File: src/rtl/instr_pkg.sv
// Shared types and constants for the instruction encoder/loader: field formats,
// common opcodes and the load FSM state encoding.
package instr_pkg;

  typedef enum logic {
    FMT_I = 1'b0,
    FMT_B = 1'b1
  } fmt_e;

  localparam logic [6:0] OP_IMM    = 7'b0010011;
  localparam logic [6:0] OP_LOAD   = 7'b0000011;
  localparam logic [6:0] OP_BRANCH = 7'b1100011;

  typedef enum logic [1:0] {
    S_IDLE = 2'd0,
    S_LOAD = 2'd1,
    S_DONE = 2'd2
  } state_e;

endpackage

File: src/rtl/imm_pack.sv
// Combinational packer: turns decoded fields into a 32-bit I-type or B-type word
// whose immediate bits land where the core's immediate decoder expects them.
module imm_pack
  import instr_pkg::*;
(
  input  fmt_e        fmt_i,
  input  logic [6:0]  opcode_i,
  input  logic [4:0]  rd_i,
  input  logic [2:0]  funct3_i,
  input  logic [4:0]  rs1_i,
  input  logic [4:0]  rs2_i,
  input  logic [11:0] imm_i,
  output logic [31:0] word_o
);

  // B-type carries a halfword-scaled offset, so imm[10] sits at bit 7.
  always_comb begin
    word_o = 32'h0000_0000;
    case (fmt_i)
      FMT_I:   word_o = {imm_i, rs1_i, funct3_i, rd_i, opcode_i};
      FMT_B:   word_o = {imm_i[11], imm_i[9:4], rs2_i, rs1_i, funct3_i,
                         imm_i[3:0], imm_i[10], opcode_i};
      default: word_o = 32'h0000_0000;
    endcase
  end

endmodule

File: src/rtl/instr_encoder.sv
// Streaming instruction encoder and program loader writing packed words to
// consecutive instruction-memory addresses. Option: INSTR_ENCODER_IMM_RANGE_CHK_EN.
module instr_encoder
  import instr_pkg::*;
#(
  parameter int INSTR_WIDTH = 32,
  parameter int DATA_WIDTH  = 32,
  parameter int ADDR_WIDTH  = 8,
  parameter int LEN_WIDTH   = 8
) (
  input  logic                   clk,
  input  logic                   rst_n,
  input  logic                   start,
  input  logic [ADDR_WIDTH-1:0]  base_addr,
  input  logic [LEN_WIDTH-1:0]   length,
  output logic                   busy,
  output logic                   done,
  input  logic                   in_valid,
  output logic                   in_ready,
  input  logic                   in_fmt,
  input  logic [6:0]             in_opcode,
  input  logic [4:0]             in_rd,
  input  logic [2:0]             in_funct3,
  input  logic [4:0]             in_rs1,
  input  logic [4:0]             in_rs2,
  input  logic [DATA_WIDTH-1:0]  in_imm,
  output logic                   wr_en,
  output logic [ADDR_WIDTH-1:0]  wr_addr,
  output logic [INSTR_WIDTH-1:0] wr_data,
  output logic [LEN_WIDTH-1:0]   count,
  output logic                   err
);

  state_e                 state_q;
  logic [ADDR_WIDTH-1:0]  addr_q;
  logic [LEN_WIDTH-1:0]   remaining_q;
  logic [LEN_WIDTH-1:0]   count_q;
  logic                   wr_en_q;
  logic [ADDR_WIDTH-1:0]  wr_addr_q;
  logic [INSTR_WIDTH-1:0] wr_data_q;
  logic [INSTR_WIDTH-1:0] word_d;
  logic                   accept_s;
  logic                   imm_ok_s;

  assign in_ready = (state_q == S_LOAD) && (remaining_q != '0);
  assign accept_s = in_valid && in_ready;
  assign busy     = (state_q != S_IDLE);
  assign done     = (state_q == S_DONE);
  assign wr_en    = wr_en_q;
  assign wr_addr  = wr_addr_q;
  assign wr_data  = wr_data_q;
  assign count    = count_q;

  imm_pack u_imm_pack (
    .fmt_i    (fmt_e'(in_fmt)),
    .opcode_i (in_opcode),
    .rd_i     (in_rd),
    .funct3_i (in_funct3),
    .rs1_i    (in_rs1),
    .rs2_i    (in_rs2),
    .imm_i    (in_imm[11:0]),
    .word_o   (word_d)
  );

`ifdef INSTR_ENCODER_IMM_RANGE_CHK_EN
  logic err_q;

  // In range only when everything from bit 11 up is a pure sign extension.
  assign imm_ok_s = (&in_imm[DATA_WIDTH-1:11]) || (~|in_imm[DATA_WIDTH-1:11]);
  assign err      = err_q;

  // Sticky range error, cleared by the next accepted start.
  always_ff @(posedge clk or negedge rst_n) begin
    if (!rst_n) begin
      err_q <= 1'b0;
    end else if ((state_q == S_IDLE) && start) begin
      err_q <= 1'b0;
    end else if (accept_s && !imm_ok_s) begin
      err_q <= 1'b1;
    end
  end
`else
  logic unused_imm_s;

  assign imm_ok_s     = 1'b1;
  assign err          = 1'b0;
  assign unused_imm_s = ^in_imm[DATA_WIDTH-1:12];
`endif

  // Load FSM with its registered write port, address and count.
  always_ff @(posedge clk or negedge rst_n) begin
    if (!rst_n) begin
      state_q     <= S_IDLE;
      addr_q      <= '0;
      remaining_q <= '0;
      count_q     <= '0;
      wr_en_q     <= 1'b0;
      wr_addr_q   <= '0;
      wr_data_q   <= '0;
    end else begin
      wr_en_q <= 1'b0;
      case (state_q)
        S_IDLE: begin
          if (start) begin
            addr_q      <= base_addr;
            remaining_q <= length;
            count_q     <= '0;
            state_q     <= (length == '0) ? S_DONE : S_LOAD;
          end
        end
        S_LOAD: begin
          if (accept_s) begin
            remaining_q <= remaining_q - LEN_WIDTH'(1);
            if (imm_ok_s) begin
              wr_en_q   <= 1'b1;
              wr_addr_q <= addr_q;
              wr_data_q <= word_d;
              addr_q    <= addr_q + ADDR_WIDTH'(1);
              count_q   <= count_q + LEN_WIDTH'(1);
            end
            if (remaining_q == LEN_WIDTH'(1)) begin
              state_q <= S_DONE;
            end
          end
        end
        S_DONE:  state_q <= S_IDLE;
        default: state_q <= S_IDLE;
      endcase
    end
  end

endmodule

File: config.mk
export PLATFORM = sky130hd
export DESIGN_NAME = instr_encoder
export DESIGN_NICKNAME = d
export VERILOG_FILES = /design/src/rtl/instr_pkg.sv /design/src/rtl/imm_pack.sv /design/src/rtl/instr_encoder.sv
export SDC_FILE = /design/constraint.sdc
export NUM_CORES = 1
export LEC_CHECK = 0
export BUFFER_PORTS_ARGS = -buffer_cell sky130_fd_sc_hd__buf_2
export CORE_MARGIN = 4
export CORE_UTILIZATION = 40
export DETAILED_ROUTE_END_ITERATION = 6
export PLACE_DENSITY = 0.68
export SLEW_MARGIN = 40
export SYNTH_ARGS = -nofsm -noshare
export SYNTH_HDL_FRONTEND = slang
export SYNTH_SLANG_ARGS = --single-unit
File: constraint.sdc
create_clock -name clk -period 3.35 [get_ports clk]
set_input_delay 0.67 -clock clk [delete_from_list [all_inputs] [get_ports clk]]
set_output_delay 0.67 -clock clk [all_outputs]
set_load 0.1 [all_outputs]
==> impl_metrics.py <==
metrics = {
    "routing": {
        "routed_wl_microns": 8190,
        "antenna_violating_nets_left": 0,
        "drt_pass_1_iters": 4,
        "drc": 0,
        "routed-via-count": 2922,
        "avgViaCountPerCell": 5.22,
        "routed_wire_length_per_instance_microns": 14.6,
        "drtIter0Drc": 117,
    },
    "sta": {
        "grt_setup_unrepaired": "false",
        "hold_viol": 0,
        "highest_achievable_clock_rate_ghz": 0.362,
        "fin_ws_ns": 0.587,
        "finalSetupViolCount": 0,
        "tightest_slew_ns": 0.739,
        "clock-skew-final_ns": 0.0139,
        "total_negative_slack_ns": 0,
        "timing.final.crit_period_ns": 2.76,
        "finalCritPeriodShare_pct": 82.5,
        "worst_slew_margin_rel_pct": 50.7,
        "final-max-slew-violation-count": 0,
    },
    "setup_path": {
        "setup.worst_path.end_class": "output port",
        "regToRegSetupSlack_ns": 0.74,
        "worst-path-max-fanout": 8,
        "r2r_cells": 7,
        "type_of_the_setup_path_with_the_least_slack": "reg -> out",
        "critical_path_required_ns": 2.68,
        "worst_setup_path_start_kind": "register",
        "timing.rr.start": "remaining_q[0]$_DFFE_PN0P_",
        "startpoint": "remaining_q[0]$_DFFE_PN0P_",
        "critical_path.endpoint": "in_ready",
        "cp_data_arrival_time_ns": 2.09,
        "r2r_end": "addr_q[5]$_DFFE_PN0P_",
    },
    "flow_run": {
        "max_cap_viol_count": 0,
    },
    "clock_network": {
        "insertion_delay_ns": 0.34,
        "postCtsHoldBufs": 0,
        "cts_root_buf": "sky130_fd_sc_hd__clkbuf_8",
        "htree_levels": 3,
        "cts_tree": "yes",
        "clkSinkCount": 67,
        "post_cts.repair.setup_buffers": 0,
        "clk_path_buf_depth": 2,
        "cts.repair.resized": 0,
        "path_clk_slew_ns": 0.08,
        "numCtsBuffers": 9,
    },
    "die": {
        "start_util_pct": 41.6,
        "io_pins": 131,
        "fp.coreArea_sq_mm": 0.00781,
        "floorplan_die_height_microns": 98.1,
        "die_area_sq_mm": 0.00963,
        "floorplan.rows": 32,
        "fp.dieW_microns": 98.1,
    },
    "grt": {
        "grt_pass1_wl_microns": 14000,
        "pin_count_of_the_biggest_net_entering_global_routing": 69,
        "antenna_found_initial": 0,
        "first_global_vias": 2971,
        "grt_overflow": 0,
        "global_route.usage.total_pct": 17.7,
    },
    "cells_and_area": {
        "area_growth_syn_to_layout_pct": 24.2,
        "seq_area_sq_mm": 0.00168,
        "multi_input_comb_area_sq_mm": 0.00145,
        "final_nets": 538,
        "fillCellCount": 739,
        "drive_above_1_share_pct": 28.8,
        "antenna_cells": 0,
    },
    "power_and_ir_drop": {
        "share_clk_of_total_power_pct": 14.1,
        "power_switching_mw": 2.63,
        "seq_power_share_pct": 29.6,
        "cellInternalPower_mw": 1.94,
        "worst_ir_drop_vdd_mv": 0.948,
        "p_sw_share_pct": 57.5,
        "power.leakage_nw": 2.06,
        "pwr_density_cell_mw_per_mm2": 1130,
        "power.share.combinational_pct": 56.3,
    },
    "yosys": {
        "synth_nets": 436,
        "synth_cell_types": 49,
        "synthFlopType": "sky130_fd_sc_hd__dfrtp_1",
        "most_instantiated_cells_after_synthesis": "103 x sky130_fd_sc_hd__nand2_1, 67 x sky130_fd_sc_hd__dfrtp_1, 26 x sky130_fd_sc_hd__o21ai_0",
        "synth_top_area_share_pct": 51.6,
        "synthMostInstantiatedCell": "sky130_fd_sc_hd__nand2_1",
        "flip_flop_and_latch_count_after_synthesis": 67,
        "seq_total_area_yosys_pct": 51.6,
        "fraction_of_synthesis_flops_using_an_asynchronous_set_or_reset_pin_pct": 100,
        "synthesis.yosys.warnings": 0,
        "synth.avg_cell_area_sq_um": 9.21,
        "synth_area_leader_cell": "sky130_fd_sc_hd__dfrtp_1",
        "synth_area_leaders": "sky130_fd_sc_hd__dfrtp_1 52%, sky130_fd_sc_hd__nand2_1 12%, sky130_fd_sc_hd__mux2i_1 5.2%, sky130_fd_sc_hd__o21ai_0 4.0%, sky130_fd_sc_hd__nand3_1 2.0%",
        "synthCells": 353,
        "synth-edff-count": 0,
        "synth.cell_area_sq_mm": 0.00325,
    },
    "placement": {
        "detailedPlace.worstSlack_ns": 0.749,
        "dp_hpwl_microns": 5830,
        "place.gp.congestion": 0.831,
        "numPortBuffers": 109,
    },
    "hold_path": {
        "timing.hold.worst.class": "in -> async",
    },
    "outcome": {
        "outcome": "finished, final reports clean",
    },
}
==> worst min-delay path by stage <==
stage / end / depth (start not counted) / slack, ns / startpoint
floorplan: addr_q[0]$_DFFE_PN0P_ / 0 / 0.37 / rst_n
global placement: wr_data[16]$_DFFE_PN0P_ / 2 / 0.45 / wr_data[16]$_DFFE_PN0P_
global route: remaining_q[2]$_DFFE_PN0P_ / 1 / 0.41 / rst_n
detailed placement: wr_addr[0]$_DFFE_PN0P_ / 2 / 0.46 / wr_addr[0]$_DFFE_PN0P_
CTS: remaining_q[2]$_DFFE_PN0P_ / 1 / 0.39 / rst_n
finish: remaining_q[2]$_DFFE_PN0P_ / 1 / 0.36 / rst_n
==> power groups by stage <==
stage | registers (mW) | logic (mW) | clock network [mW]
finish | 1.35 | 2.57 | 0.645
global route | 1.40 | 2.73 | 0.707
CTS | 1.35 | 2.59 | 0.666
detailed placement | 1.37 | 2.58 | 0
global placement | 1.35 | 2.55 | 0
floorplan | 2.72 | 0.760 | 0
==> metal layers <==
metal,routed length (microns),track usage (%),vias to the layer above
li1,-,-,1448
met3,559,4.71,14
met1,3580,22.1,1358
met5,0,0,-
met4,146,6.93,0
met2,3900,29.4,102
==> through the flow <==
stage,power (mW),instances,utilization [%],hold WS [ns],cell area [sq um]
after floorplan,3.48,353,-,0.374,3250
after global placement,3.90,546,49.4,0.453,3860
after detailed placement,3.95,546,49.4,0.459,3860
after CTS,4.61,560,51.7,0.388,4040
after global routing,4.83,560,51.7,0.410,4040
final,4.57,560,51.7,0.363,4040
==> flip-flops by register name, summed over array words and instances (netlist names) <==
name,flops
remaining_q,8
wr_en,1
count,8
wr_addr,8
addr_q,8
wr_data,32
state_q,2
==> cell usage in the layout, fill, tap and decap left out, types with 2 or more instances in the layout <==
cell type                    n
sky130_fd_sc_hd__buf_2     109
sky130_fd_sc_hd__inv_1       5
sky130_fd_sc_hd__a41oi_1     2
sky130_fd_sc_hd__nand4_1     3
sky130_fd_sc_hd__nor4_1      6
sky130_fd_sc_hd__buf_4       2
sky130_fd_sc_hd__a31oi_1     8
sky130_fd_sc_hd__nand2_1   103
sky130_fd_sc_hd__o21ai_0    26
sky130_fd_sc_hd__o32a_1      2
sky130_fd_sc_hd__o21a_1      3
sky130_fd_sc_hd__and2_1      2
sky130_fd_sc_hd__nor2_1     11
sky130_fd_sc_hd__o32ai_1     4
sky130_fd_sc_hd__a311o_1     2
sky130_fd_sc_hd__ha_1        5
sky130_fd_sc_hd__mux2i_1    17
sky130_fd_sc_hd__a21oi_1     7
sky130_fd_sc_hd__clkinv_2    2
sky130_fd_sc_hd__or3b_2      2
sky130_fd_sc_hd__nand3_1    13
sky130_fd_sc_hd__a211oi_1    3
sky130_fd_sc_hd__dfrtp_1    67
sky130_fd_sc_hd__clkbuf_8   10
sky130_fd_sc_hd__a311oi_1    2
sky130_fd_sc_hd__nor2b_1     5
sky130_fd_sc_hd__nor3_1     12
==> critical path, stage by stage (launching register included) <==
cell	delay, ns
sky130_fd_sc_hd__dfrtp_1	0.47
sky130_fd_sc_hd__inv_1	0.14
sky130_fd_sc_hd__ha_1	0.18
sky130_fd_sc_hd__or3b_2	0.50
sky130_fd_sc_hd__nor2_1	0.11
sky130_fd_sc_hd__nor2_1	0.05
sky130_fd_sc_hd__buf_2	0.31
==> logic make-up (layout without fill, tap and decap cells) <==
kind of cell               Yosys count  in the layout  share of synthesized area [%]
and+or+nand+nor                    166            166                           22.7
AOI/OAI and AO/OA                   69             69                           14.4
DFF                                 67             67                           51.6
buffers and inverters               28            133                           3.96
muxes                               17             17                           5.23
adders and majority gates            5              5                           1.92
other                                1              1                          0.115
==> final cells by class <==
class,count,share of cell area [%]
flip-flops and latches,67,41.5
multi-input cells,258,35.8
repair buffers,112,14.4
clock buffers,11,3.50
well taps,102,3.16
clock inverters,3,0.992
inverters,7,0.651
Power figures use the tool's default switching activity.
